--- src/rtl/descrambler_sync_if.sv ---
// descrambler_sync_if: serial descrambler control, data and status bundle
interface descrambler_sync_if #(parameter int LEN_W = 16);
  logic             Start;
  logic [LEN_W-1:0] Len;
  logic             En;
  logic             Data;
  logic             Out;
  logic             Out_valid;
  logic             Locked;
  logic [6:0]       Lfsr_state;
  logic             Service_err;
  logic             Busy;
  logic             Done;
  modport master(output Start, Len, En, Data,
                 input Out, Out_valid, Locked, Lfsr_state, Service_err, Busy, Done);
  modport slave(input Start, Len, En, Data,
                output Out, Out_valid, Locked, Lfsr_state, Service_err, Busy, Done);
endinterface

--- src/rtl/descrambler_sync.sv ---
// descrambler_sync: recovers the x^7+x^4+1 scrambler state from SERVICE and descrambles the payload
module descrambler_sync #(
  parameter int LFSR_LEN     = 7,
  parameter int SERVICE_BITS = 16,
  parameter int LEN_W        = 16
) (
  input logic          Clk,
  input logic          Reset,
  descrambler_sync_if.slave bus
);
  localparam int CW = $clog2(SERVICE_BITS);
  typedef enum logic [2:0] {IDLE, SYNC, SERVICE, DATA, DONE} state_t;
  state_t              state_q, state_d;
  logic [LFSR_LEN-1:0] s_q, s_d, lfsr_state_q, lfsr_state_d;
  logic [CW-1:0]       cnt_q, cnt_d;
  logic [LEN_W-1:0]    len_q, len_d;
  logic                out_q, out_d, out_valid_q, out_valid_d;
  logic                locked_q, locked_d, err_q, err_d, done_q, done_d;
  logic                fb, ob, sync_last, svc_last;
  assign fb        = s_q[LFSR_LEN-1] ^ s_q[3];
  assign ob        = bus.Data ^ fb;
  assign sync_last = cnt_q == CW'(LFSR_LEN - 1);
  assign svc_last  = cnt_q == CW'(SERVICE_BITS - LFSR_LEN - 1);
  always_ff @(posedge Clk) begin
    if (Reset) begin
      state_q      <= IDLE;
      s_q          <= '0;
      lfsr_state_q <= '0;
      cnt_q        <= '0;
      len_q        <= '0;
      out_q        <= 1'b0;
      out_valid_q  <= 1'b0;
      locked_q     <= 1'b0;
      err_q        <= 1'b0;
      done_q       <= 1'b0;
    end else begin
      state_q      <= state_d;
      s_q          <= s_d;
      lfsr_state_q <= lfsr_state_d;
      cnt_q        <= cnt_d;
      len_q        <= len_d;
      out_q        <= out_d;
      out_valid_q  <= out_valid_d;
      locked_q     <= locked_d;
      err_q        <= err_d;
      done_q       <= done_d;
    end
  end
  always_comb begin
    state_d = state_q;
    if (bus.Start) state_d = SYNC;
    else
      case (state_q)
        SYNC:    if (bus.En && sync_last) state_d = SERVICE;
        SERVICE: if (bus.En && svc_last) state_d = (len_q == '0) ? DONE : DATA;
        DATA:    if (bus.En && len_q <= LEN_W'(1)) state_d = DONE;
        DONE:    state_d = IDLE;
        default: state_d = state_q;
      endcase
  end
  // Once synced the LFSR runs on its own feedback, so a corrupted input bit never poisons later bits.
  always_comb begin
    s_d          = s_q;
    lfsr_state_d = lfsr_state_q;
    cnt_d        = cnt_q;
    len_d        = len_q;
    out_d        = out_q;
    out_valid_d  = 1'b0;
    locked_d     = locked_q;
    err_d        = err_q;
    done_d       = 1'b0;
    if (bus.Start) begin
      s_d      = '0;
      cnt_d    = '0;
      len_d    = bus.Len;
      locked_d = 1'b0;
      err_d    = 1'b0;
    end else if (state_q == SYNC && bus.En) begin
      s_d   = {s_q[LFSR_LEN-2:0], bus.Data};
      cnt_d = sync_last ? '0 : cnt_q + 1'b1;
      if (sync_last) begin
        locked_d     = 1'b1;
        lfsr_state_d = {s_q[LFSR_LEN-2:0], bus.Data};
      end
    end else if (state_q == SERVICE && bus.En) begin
      s_d   = {s_q[LFSR_LEN-2:0], fb};
      cnt_d = cnt_q + 1'b1;
      err_d = err_q | ob;
    end else if (state_q == DATA && bus.En) begin
      s_d         = {s_q[LFSR_LEN-2:0], fb};
      out_d       = ob;
      out_valid_d = 1'b1;
      len_d       = (len_q == '0) ? '0 : len_q - 1'b1;
    end else if (state_q == DONE) begin
      locked_d = 1'b0;
      done_d   = 1'b1;
    end
  end
  assign bus.Out         = out_q;
  assign bus.Out_valid   = out_valid_q;
  assign bus.Locked      = locked_q;
  assign bus.Lfsr_state  = lfsr_state_q;
  assign bus.Service_err = err_q;
  assign bus.Busy        = state_q != IDLE;
  assign bus.Done        = done_q;
endmodule

--- src/flat_wrapper.sv ---
// flat-port wrapper written by rule: the top's interface ports become plain ports
module descrambler_sync_flat 
#(
  parameter int LFSR_LEN     = 7,
  parameter int SERVICE_BITS = 16,
  parameter int LEN_W        = 16
)
  (Clk, Reset, bus_Start, bus_Len, bus_En, bus_Data, bus_Out, bus_Out_valid, bus_Locked, bus_Lfsr_state, bus_Service_err, bus_Busy, bus_Done);
  descrambler_sync_if #(.LEN_W(LEN_W)) bus_i ();
  input logic Clk;
  input logic Reset;
  input wire logic [$bits(bus_i.Start)-1:0] bus_Start;
  input wire logic [$bits(bus_i.Len)-1:0] bus_Len;
  input wire logic [$bits(bus_i.En)-1:0] bus_En;
  input wire logic [$bits(bus_i.Data)-1:0] bus_Data;
  output wire logic [$bits(bus_i.Out)-1:0] bus_Out;
  output wire logic [$bits(bus_i.Out_valid)-1:0] bus_Out_valid;
  output wire logic [$bits(bus_i.Locked)-1:0] bus_Locked;
  output wire logic [$bits(bus_i.Lfsr_state)-1:0] bus_Lfsr_state;
  output wire logic [$bits(bus_i.Service_err)-1:0] bus_Service_err;
  output wire logic [$bits(bus_i.Busy)-1:0] bus_Busy;
  output wire logic [$bits(bus_i.Done)-1:0] bus_Done;
  assign bus_i.Start = bus_Start;
  assign bus_i.Len = bus_Len;
  assign bus_i.En = bus_En;
  assign bus_i.Data = bus_Data;
  assign bus_Out = bus_i.Out;
  assign bus_Out_valid = bus_i.Out_valid;
  assign bus_Locked = bus_i.Locked;
  assign bus_Lfsr_state = bus_i.Lfsr_state;
  assign bus_Service_err = bus_i.Service_err;
  assign bus_Busy = bus_i.Busy;
  assign bus_Done = bus_i.Done;
  descrambler_sync #(.LFSR_LEN(LFSR_LEN), .SERVICE_BITS(SERVICE_BITS), .LEN_W(LEN_W)) u_core (.Clk(Clk), .Reset(Reset), .bus(bus_i));
endmodule
--- config.mk ---
export PLATFORM = sky130hd
export DESIGN_NAME = descrambler_sync_flat
export DESIGN_NICKNAME = d
export VERILOG_FILES = /design/src/rtl/descrambler_sync_if.sv /design/src/rtl/descrambler_sync.sv /design/src/flat_wrapper.sv
export SDC_FILE = /design/constraint.sdc
export NUM_CORES = 1
export LEC_CHECK = 0
export ABC_AREA = 1
export BUFFER_PORTS_ARGS = -buffer_cell sky130_fd_sc_hd__buf_4
export CORE_UTILIZATION = 60
export DETAILED_ROUTE_END_ITERATION = 6
export PLACE_DENSITY = 0.93
export REMOVE_ABC_BUFFERS = 1
export SYNTH_ARGS = -nofsm -noshare
export SYNTH_HDL_FRONTEND = slang
export SYNTH_SLANG_ARGS = --single-unit
--- constraint.sdc ---
create_clock -name Clk -period 3.25 [get_ports Clk]
set_input_delay 0.325 -clock Clk [delete_from_list [all_inputs] [get_ports Clk]]
set_output_delay 0.325 -clock Clk [all_outputs]
set_load 0.1 [all_outputs]
==> results of run 1 <==
## state kept, by name, indices dropped and copies added, names as in the netlist
name                    cells
u_core.bus.Out_valid        1
u_core.cnt_q                4
u_core.bus.Done             1
u_core.bus.Lfsr_state       7
u_core.bus.Service_err      1
u_core.bus.Locked           1
u_core.bus.Out              1
u_core.len_q               16
u_core.s_q                  7
u_core.state_q              3
## Yosys cell counts
master,n
a211oi_1,3
a211oi_2,3
a21oi_1,22
a31oi_1,1
a31oi_2,9
buf_1,1
buf_2,3
buf_4,3
buf_6,1
clkbuf_1,2
clkinv_1,2
clkinv_2,1
dfxtp_1,42
ha_1,5
inv_1,37
inv_2,6
nand2_1,86
nand2_2,13
nand2_4,1
nand3_1,8
nand3_2,1
nand4_1,6
nor2_1,48
nor2_2,4
nor2_4,4
nor3_1,3
nor3_2,1
o21ai_0,5
o21ai_1,13
xnor2_1,2
xor2_1,10
## layout by cell type (no fill, tap or decap), drive strengths merged
| master | instances |
|---|---|
| nand2 | 100 |
| nor2 | 56 |
| inv | 43 |
| dfxtp | 42 |
| buf | 33 |
| a21oi | 22 |
| o21ai | 18 |
| xor2 | 10 |
| a31oi | 10 |
| nand3 | 9 |
| nand4 | 6 |
| clkbuf | 6 |
| a211oi | 6 |
| ha | 5 |
| nor3 | 4 |
| clkinv | 3 |
| xnor2 | 2 |
| bufinv | 2 |
## layout make-up
| cell class | instances | area [µm²] | area share |
|---|---|---|---|
| repair buffers | 33 | 247.7 | 0.08879 |
| clock buffers | 6 | 82.58 | 0.02960 |
| inverters | 46 | 173.9 | 0.06233 |
| well taps | 48 | 60.06 | 0.02152 |
| clock inverters | 2 | 60.06 | 0.02152 |
| multi-input cells | 248 | 1325 | 0.4749 |
| flip-flops and latches | 42 | 840.8 | 0.3013 |
## power groups by stage
| stage | Sequential, mW | Combinational (mW) | Clock (mW) |
|---|---|---|---|
| 2_1_floorplan | 0.569 | 0.199 | 0 |
| 3_3_place_gp | 0.569 | 0.265 | 0 |
| 3_5_place_dp | 0.569 | 0.276 | 0 |
| 4_1_cts | 0.557 | 0.279 | 0.524 |
| 5_1_grt | 0.561 | 0.314 | 0.545 |
| 6_report | 0.558 | 0.280 | 0.525 |
## metal layers
| layer | vias up | routed length [µm] | track usage |
|---|---|---|---|
| met5 | - | 0 | 0 |
| met4 | 0 | 127 | 0.1685 |
| met3 | 14 | 292 | 0.04861 |
| met2 | 70 | 2705 | 0.4845 |
| met1 | 1029 | 2277 | 0.3344 |
| li1 | 1155 | - | - |
## cell families (layout without fill, tap and decap cells)
group | after synthesis | count (layout) | synth area share
AOI/OAI and AO/OA | 56 | 56 | 0.1580
xor gates and xnor gates | 12 | 12 | 0.04380
adders and majority gates | 5 | 5 | 0.02607
buffers and inverters | 56 | 87 | 0.09749
DFF | 42 | 42 | 0.3504
and+or+nand+nor | 175 | 175 | 0.3243
## worst max-delay path, stage by stage, from the launching register on
cell	delay [ns]
dfxtp_1	0.38
inv_1	0.09
ha_1	0.25
nand2_2	0.14
nor2_4	0.07
nand2_1	0.13
inv_2	0.08
nor2_4	0.36
nand3_1	0.13
a21oi_1	0.13
## worst min-delay path by stage
| stage | startpoint | end | slack [ns] | cells past startpoint |
|---|---|---|---|---|
| final | bus_Len[11] | u_core.len_q[11] | 0.27 | 3 |
| after global routing | bus_Len[11] | u_core.len_q[11] | 0.29 | 3 |
| after CTS | bus_Len[11] | u_core.len_q[11] | 0.28 | 3 |
| after floorplan | Reset | u_core.len_q[0] | 0.39 | 1 |
| after detailed placement | u_core.bus.Service_err | u_core.bus.Service_err | 0.46 | 2 |
| after global placement | u_core.bus.Service_err | u_core.bus.Service_err | 0.45 | 2 |
==> impl_summary.md, run 1 <==
Outcome
The flow ran to the end, and the final reports show no timing, DRC or antenna violations.

Floorplanning
The boundary pin count is 34. The placeable core region is between 3000 and 4000 µm². The number of cell rows is 22.

The die covers 4256 µm². Measured along the y axis, the die boundary spans 65.24 µm. For this configuration, the core starts out at a cell density of 0.6410. From left edge to right edge, the die measures roughly 65 µm.

Drt
The average wire per cell in the routed design is 12.71 µm. The count of nets left with antenna violations once routing finished came out at 0. The total routed wirelength is 5403 µm. The mean number of vias per cell is 5.336.

After detailed routing, the number of remaining DRC violations is 0. The vias after detailed routing is 2268. The number of search-and-repair iterations in the first detailed-routing pass is 4.

The number of violations reported at the end of detailed-routing iteration 0 is 196.

GRT
The pin count of the biggest net entering global routing is 28. The number of antenna violations at the first check in global routing is 0. The total congestion overflow is 0. The via count of the first global-routing pass is between 2000 and 2500. The global-route wire length before repair is 9252 µm. The overall track demand over capacity in global routing is 0.2855.

Placement
The post-placement cell count is 417. Once placement finished, the instance area stood at 2648 µm². OpenSTA, run right after detailed placement, puts the worst setup slack at 1.466 ns. Routability-driven placement finished with a final weighted congestion of 0.8598. The half-perimeter wire length after detailed placement is 3925 µm.

The count of input and output buffers is 33.

Setup path
The number of cells on the worst reg-to-reg path is 9. STA puts the critical path data required time at around 3.5 ns. The worst register-to-register path ends at u_core.len_q[15]. The flop-to-flop setup slack is about 1.4 ns. The kind of capture point of the worst setup path is a register. The critical path launch point type is a register.

The maximum fanout along the worst path is 12. The launch point of the worst reg-to-reg path is u_core.len_q[0]. The endpoint of the worst setup timing path is u_core.len_q[15]. The most critical setup path has its startpoint at u_core.len_q[0].

At the worst endpoint, the arrival time is 2.07 ns. The critical path class is reg -> reg.

Pwr
The share of total power dissipated in combinational logic is 0.205. The total internal power is 955.0 µW. The analysis attributes to cell leakage a power of approximately 1.2 nW. Overall power consumption after layout is estimated at 1.363 mW. Of the total power, the share spent switching nets is 0.2992. The clock share of power is 0.385.

The total power divided by cell area is 488.4 nW/µm². The share of power burned in registers is 0.409. The largest vdd supply drop is ~350 µV. In this run the power spent charging and discharging nets is between 400 and 500 µW.

CTS
Buffers added to address setup during post-CTS repair amount to 0. The hold buffer count at cts is 0. Clock-pin slew was measured on the worst setup and hold paths at 0.08 ns. The number of gates resized after CTS was 0. The maximum buffer depth of the clock tree is 2. TritonCTS built the clock tree.

CTS saw 42 sinks. The depth of the CTS H-tree is 2. Clock tree synthesis inserted a total of 5 buffers.

The clock insertion delay at the later pin of the skew report is 0.31 ns. The clock root buffer is clkbuf_8.

Timing
Static timing analysis puts the maximum clock frequency at 547.5 MHz. The worst pin sits at a relative slew slack of 0.6043. Clock skew on the completed layout was measured at 0.005441 ns.

Setup violations remaining at the end of the flow were counted as 0. The hold slack is 0.2733 ns. Setup repair after global routing left no endpoint under its margin. Of the available clock period, the critical path in the final layout requires 0.5620. The number of failing hold endpoints at the final stage was 0.

The least setup slack across all paths after layout is ~1.4 ns. In the final timing run, aggregate negative setup slack is 0 ns. The number of max-slew violations in the final report is 0. The routed design could run at a clock period as short as 1.827 ns. The pin slew with the least headroom to its limit is 0.5913 ns.

Synthesis
Synthesis produced 346 cells. The per-instance average area after synthesis is 6.936 µm². Of the synthesized area, sequential elements account for 0.3504. The top cell type by total area after synthesis is dfxtp_1. During synthesis, Yosys emitted a total of 0 warnings.

The share of the synthesized area in the top cell type is 0.3504. The netlist uses 31 different library cells. The flip-flop and latch count after synthesis is 42. The mapped cell area is 2400 µm².

In the post-synthesis netlist, the biggest area contributors are dfxtp_1, nand2_1, nor2_1.

Cells and area
After the last flow step, the layout net total stands at 402. The number of diodes added for antenna fixing is 0. The count of filler cells inserted in the layout is 314. The final design area excluding fillers is 2790 µm². The final non-filler cell total is around 430.

Measured on the finished design, the core utilization comes to 0.7453. The ratio of cells with drive above 1 in the final layout is 0.2228. Compared with the post-synthesis result, the final layout area differs by 16.27%.

Run
Max-cap violations in this run came to 0.

Worst hold path
The classification of the worst-slack hold path is in -> reg.
Power figures use the tool's default switching activity.
==> inputs of run 2 (changes only) <==
- CORE_UTILIZATION: 60 -> 51
- PLACE_DENSITY: 0.93 -> 0.85
- clock period: 3.25 -> 1.6 ns (I/O delays scaled with it)
==> run 2 against run 1 <==
Effect of this change: the flow now finishes with violations (design-rule violations); sequential cell count is the same; clock skew is 0.0019 ns lower; die area is 17% higher; sequential share of layout area fell by 1.2 points; wire length up 4.3%; first-iteration DRC count is 13% lower; utilization is 9.0 points lower; critical path depth is 1 higher.
==> impl_summary.md, run 2 (synthesized netlist as in run 1, its figures left out) <==
Outcome
Run status: finished with violations (was finished clean). The checks that failed: design-rule violations.

Placement
The placed cell area is 2725 µm² (was 2648 µm²). The half-perimeter wire length after detailed placement came to 3964 µm (was 3925 µm). The last weighted congestion value of the routability-driven placer is 0.8583 (was 0.8598). The count of input and output buffers is 33 (unchanged).

The worst-case setup slack after placement is 0.04150 ns (was 1.466 ns). The post-placement cell count came to 429 (was 417).

Floorplanning
The boundary pin count is 34 (unchanged). The starting density of the core is 0.5400 (was 0.6410). The die boundary width came to 70.60 µm (was 65.24 µm).

The number of cell rows is 24 (was 22). The vertical die dimension is 70.60 µm (was 65.24 µm). The placeable core region came to 4444 µm² (was 3744 µm²).

The overall die area was 4984 µm² (was 4256 µm²).

Setup path
The maximum fanout along the worst path is 12 (unchanged). The critical path class is reg -> reg (unchanged). The required time at the worst-slack endpoint was 1.79 ns (was 3.50 ns). The critical path launch point type is a register (unchanged). The master of the slowest instance on the critical path is dfxtp_1 (unchanged). Sequence of cells on the critical path: inv_2, ha_4, nand2_2, nor2_4, nand2_1, inv_2, nor2_4, buf_12, a21oi_1, nor2_1 (was inv_1, ha_1, nand2_2, nor2_4, nand2_1, inv_2, nor2_4, nand3_1, a21oi_1). The kind of capture point of the worst setup path is a register (unchanged). The peak per-stage delay on the critical path is 0.34 ns (was 0.38 ns). The data arrival time of the critical path is 1.69 ns (was 2.07 ns).

GRT
The number of antenna violations at the first check in global routing is 0 (unchanged). The overall track demand over capacity in global routing was 0.2380 (was 0.2855). The total congestion overflow is 0 (unchanged).

The global-route wire length before repair came to 9584 µm (was 9252 µm). The via count of the first global-routing pass is 2323 (was 2156). The pin count of the biggest net entering global routing was 28 (unchanged).

Drt
The total routed wirelength came to 5635 µm (was 5403 µm). The vias after detailed routing came to 2302 (was 2268). The detailed-route DRC error count was 4 (was 0).

The average wire per cell in the routed design is 12.75 µm (was 12.71 µm). The number of search-and-repair iterations in the first detailed-routing pass is 7 (was 4). The post-route antenna net violation count is 0 (unchanged).

The number of violations reported at the end of detailed-routing iteration 0 is 170 (was 196). The mean number of vias per cell is 5.208 (was 5.336).

Cells and area
The final non-filler cell total is 442 (was 425). The final design area excluding fillers was 2913 µm² (was 2790 µm²). The leading cell type in the layout, fill and taps excluded is nand2_1 (unchanged). The count of filler cells inserted in the layout came to 384 (was 314). The signed area change from the synthesized netlist to the final layout is 21.38% (was 16.27%).

The layout net count is 415 (was 402). The number of diodes added for antenna fixing was 0 (unchanged). The flip-flop count of the largest register, all copies and words added is 16 (unchanged). The ratio of cells with drive above 1 in the final layout is 0.2846 (was 0.2228).

The register containing the most flip-flops in the final layout is u_core.len_q (unchanged). Top library cells by usage in the layout, fill and taps aside: nand2_1, nor2_1, buf_4 (was nand2_1, nor2_1, dfxtp_1).

CTS
The clock root buffer is clkbuf_8 (unchanged). The CTS tree is yes (unchanged). The clock insertion delay at the later pin of the skew report was 0.31 ns (about the same).

The maximum buffer depth of the clock tree is 2 (unchanged). The number of buffers added by the clock tree synthesis step is 5 (unchanged). The clock-pin transition on the worst setup and hold timing paths is 0.08 ns (about the same). The depth of the CTS H-tree is 2 (unchanged).

The hold buffer count at cts is 0 (unchanged). The number of clock sinks seen by CTS was 42 (unchanged).

Timing
The number of max-slew violations in the final report came to 0 (unchanged). The post-route clock skew is 0.003590 ns (was 0.005441 ns). The maximum clock frequency is 668.0 MHz (was 547.5 MHz). The period utilization was 0.9356 (was 0.5620). The pin slew with the least headroom to its limit is 0.3719 ns (was 0.5913 ns). The number of setup violations in the final report was 0 (unchanged). The relative max-transition margin is 0.7521 (was 0.6043).

The clock period minus worst slack is 1.497 ns (was 1.827 ns). The least setup slack across all paths after layout is 0.1031 ns (was 1.423 ns). The number of failing hold endpoints at the final stage is 0 (unchanged).

The hold slack is 0.1122 ns (was 0.2733 ns).

Run
The count of max-cap constraint violations came to 0 (unchanged).

Worst hold path
The classification of the worst-slack hold path was in -> reg (unchanged).

Pwr
The power after layout is 2.502 mW (was 1.363 mW). The total power divided by cell area came to 859.0 nW/µm² (was 488.4 nW/µm²). The leakage power came to 1.269 nW (was 1.229 nW).

The largest vdd supply drop was 627.3 µV (was 346.4 µV).
## run 2: metrics by stage
step                utilization  TNS [ns]
finish                   0.6554         0
global route             0.6554  -0.04687
CTS                      0.6346         0
detailed placement       0.6132         0
global placement         0.6132         0
floorplan                     -         0
## run 2: path summary, 6_finish.rpt
path / cells after the start / startpoint / slack (ns) / endpoint
worst min-delay path: 3 / bus_Len[11] / 0.11 / u_core.len_q[11]
worst max register to register: 10 / u_core.len_q[0] / 0.10 / u_core.len_q[9]
worst max-delay path: 10 / u_core.len_q[0] / 0.10 / u_core.len_q[9]
worst min register to register: 2 / u_core.bus.Locked / 0.48 / u_core.bus.Locked
## run 2: per-layer routing
metal	global-route usage	up-vias	part of all wire
li1	-	1177	-
met2	0.4067	65	0.49
met3	0.05698	15	0.055
met5	0	-	0
met1	0.2866	1045	0.44
met4	0.1044	0	0.018
## run 2: power by group
part / total (mW) / internal (mW) / switching, mW / leakage [nW]
combinational: 0.624 / 0.218 / 0.406 / 0.879
clock: 0.740 / 0.347 / 0.393 / 0.0472
sequential: 1.14 / 1.09 / 0.0480 / 0.343
## run 2: worst max-delay path, delay by kind of cell, from the launching register on
family | cells | cell delay (ns)
compound gates | 1 | 0.16
fa+ha+maj | 1 | 0.15
buf+inv | 3 | 0.35
flops | 1 | 0.34
simple gates | 5 | 0.36
## run 2: what timing repair did
action | 4_1_cts | 5_1_grt
hold endpoints to repair | 0 | 0
resized for setup | 0 | 18
setup buffers | 0 | 4
setup endpoints to repair | 0 | 28
## run 2: area by class of cell
| type | instances | area [µm²] | area share |
|---|---|---|---|
| Clock inverter | 2 | 12.51 | 0.004296 |
| Clock buffer | 6 | 82.58 | 0.02835 |
| Sequential cell | 42 | 843.3 | 0.2895 |
| Multi-Input combinational cell | 249 | 1385 | 0.4755 |
| Timing Repair Buffer | 45 | 350.3 | 0.1203 |
| Inverter | 46 | 173.9 | 0.05971 |
| Tap cell | 52 | 65.06 | 0.02234 |
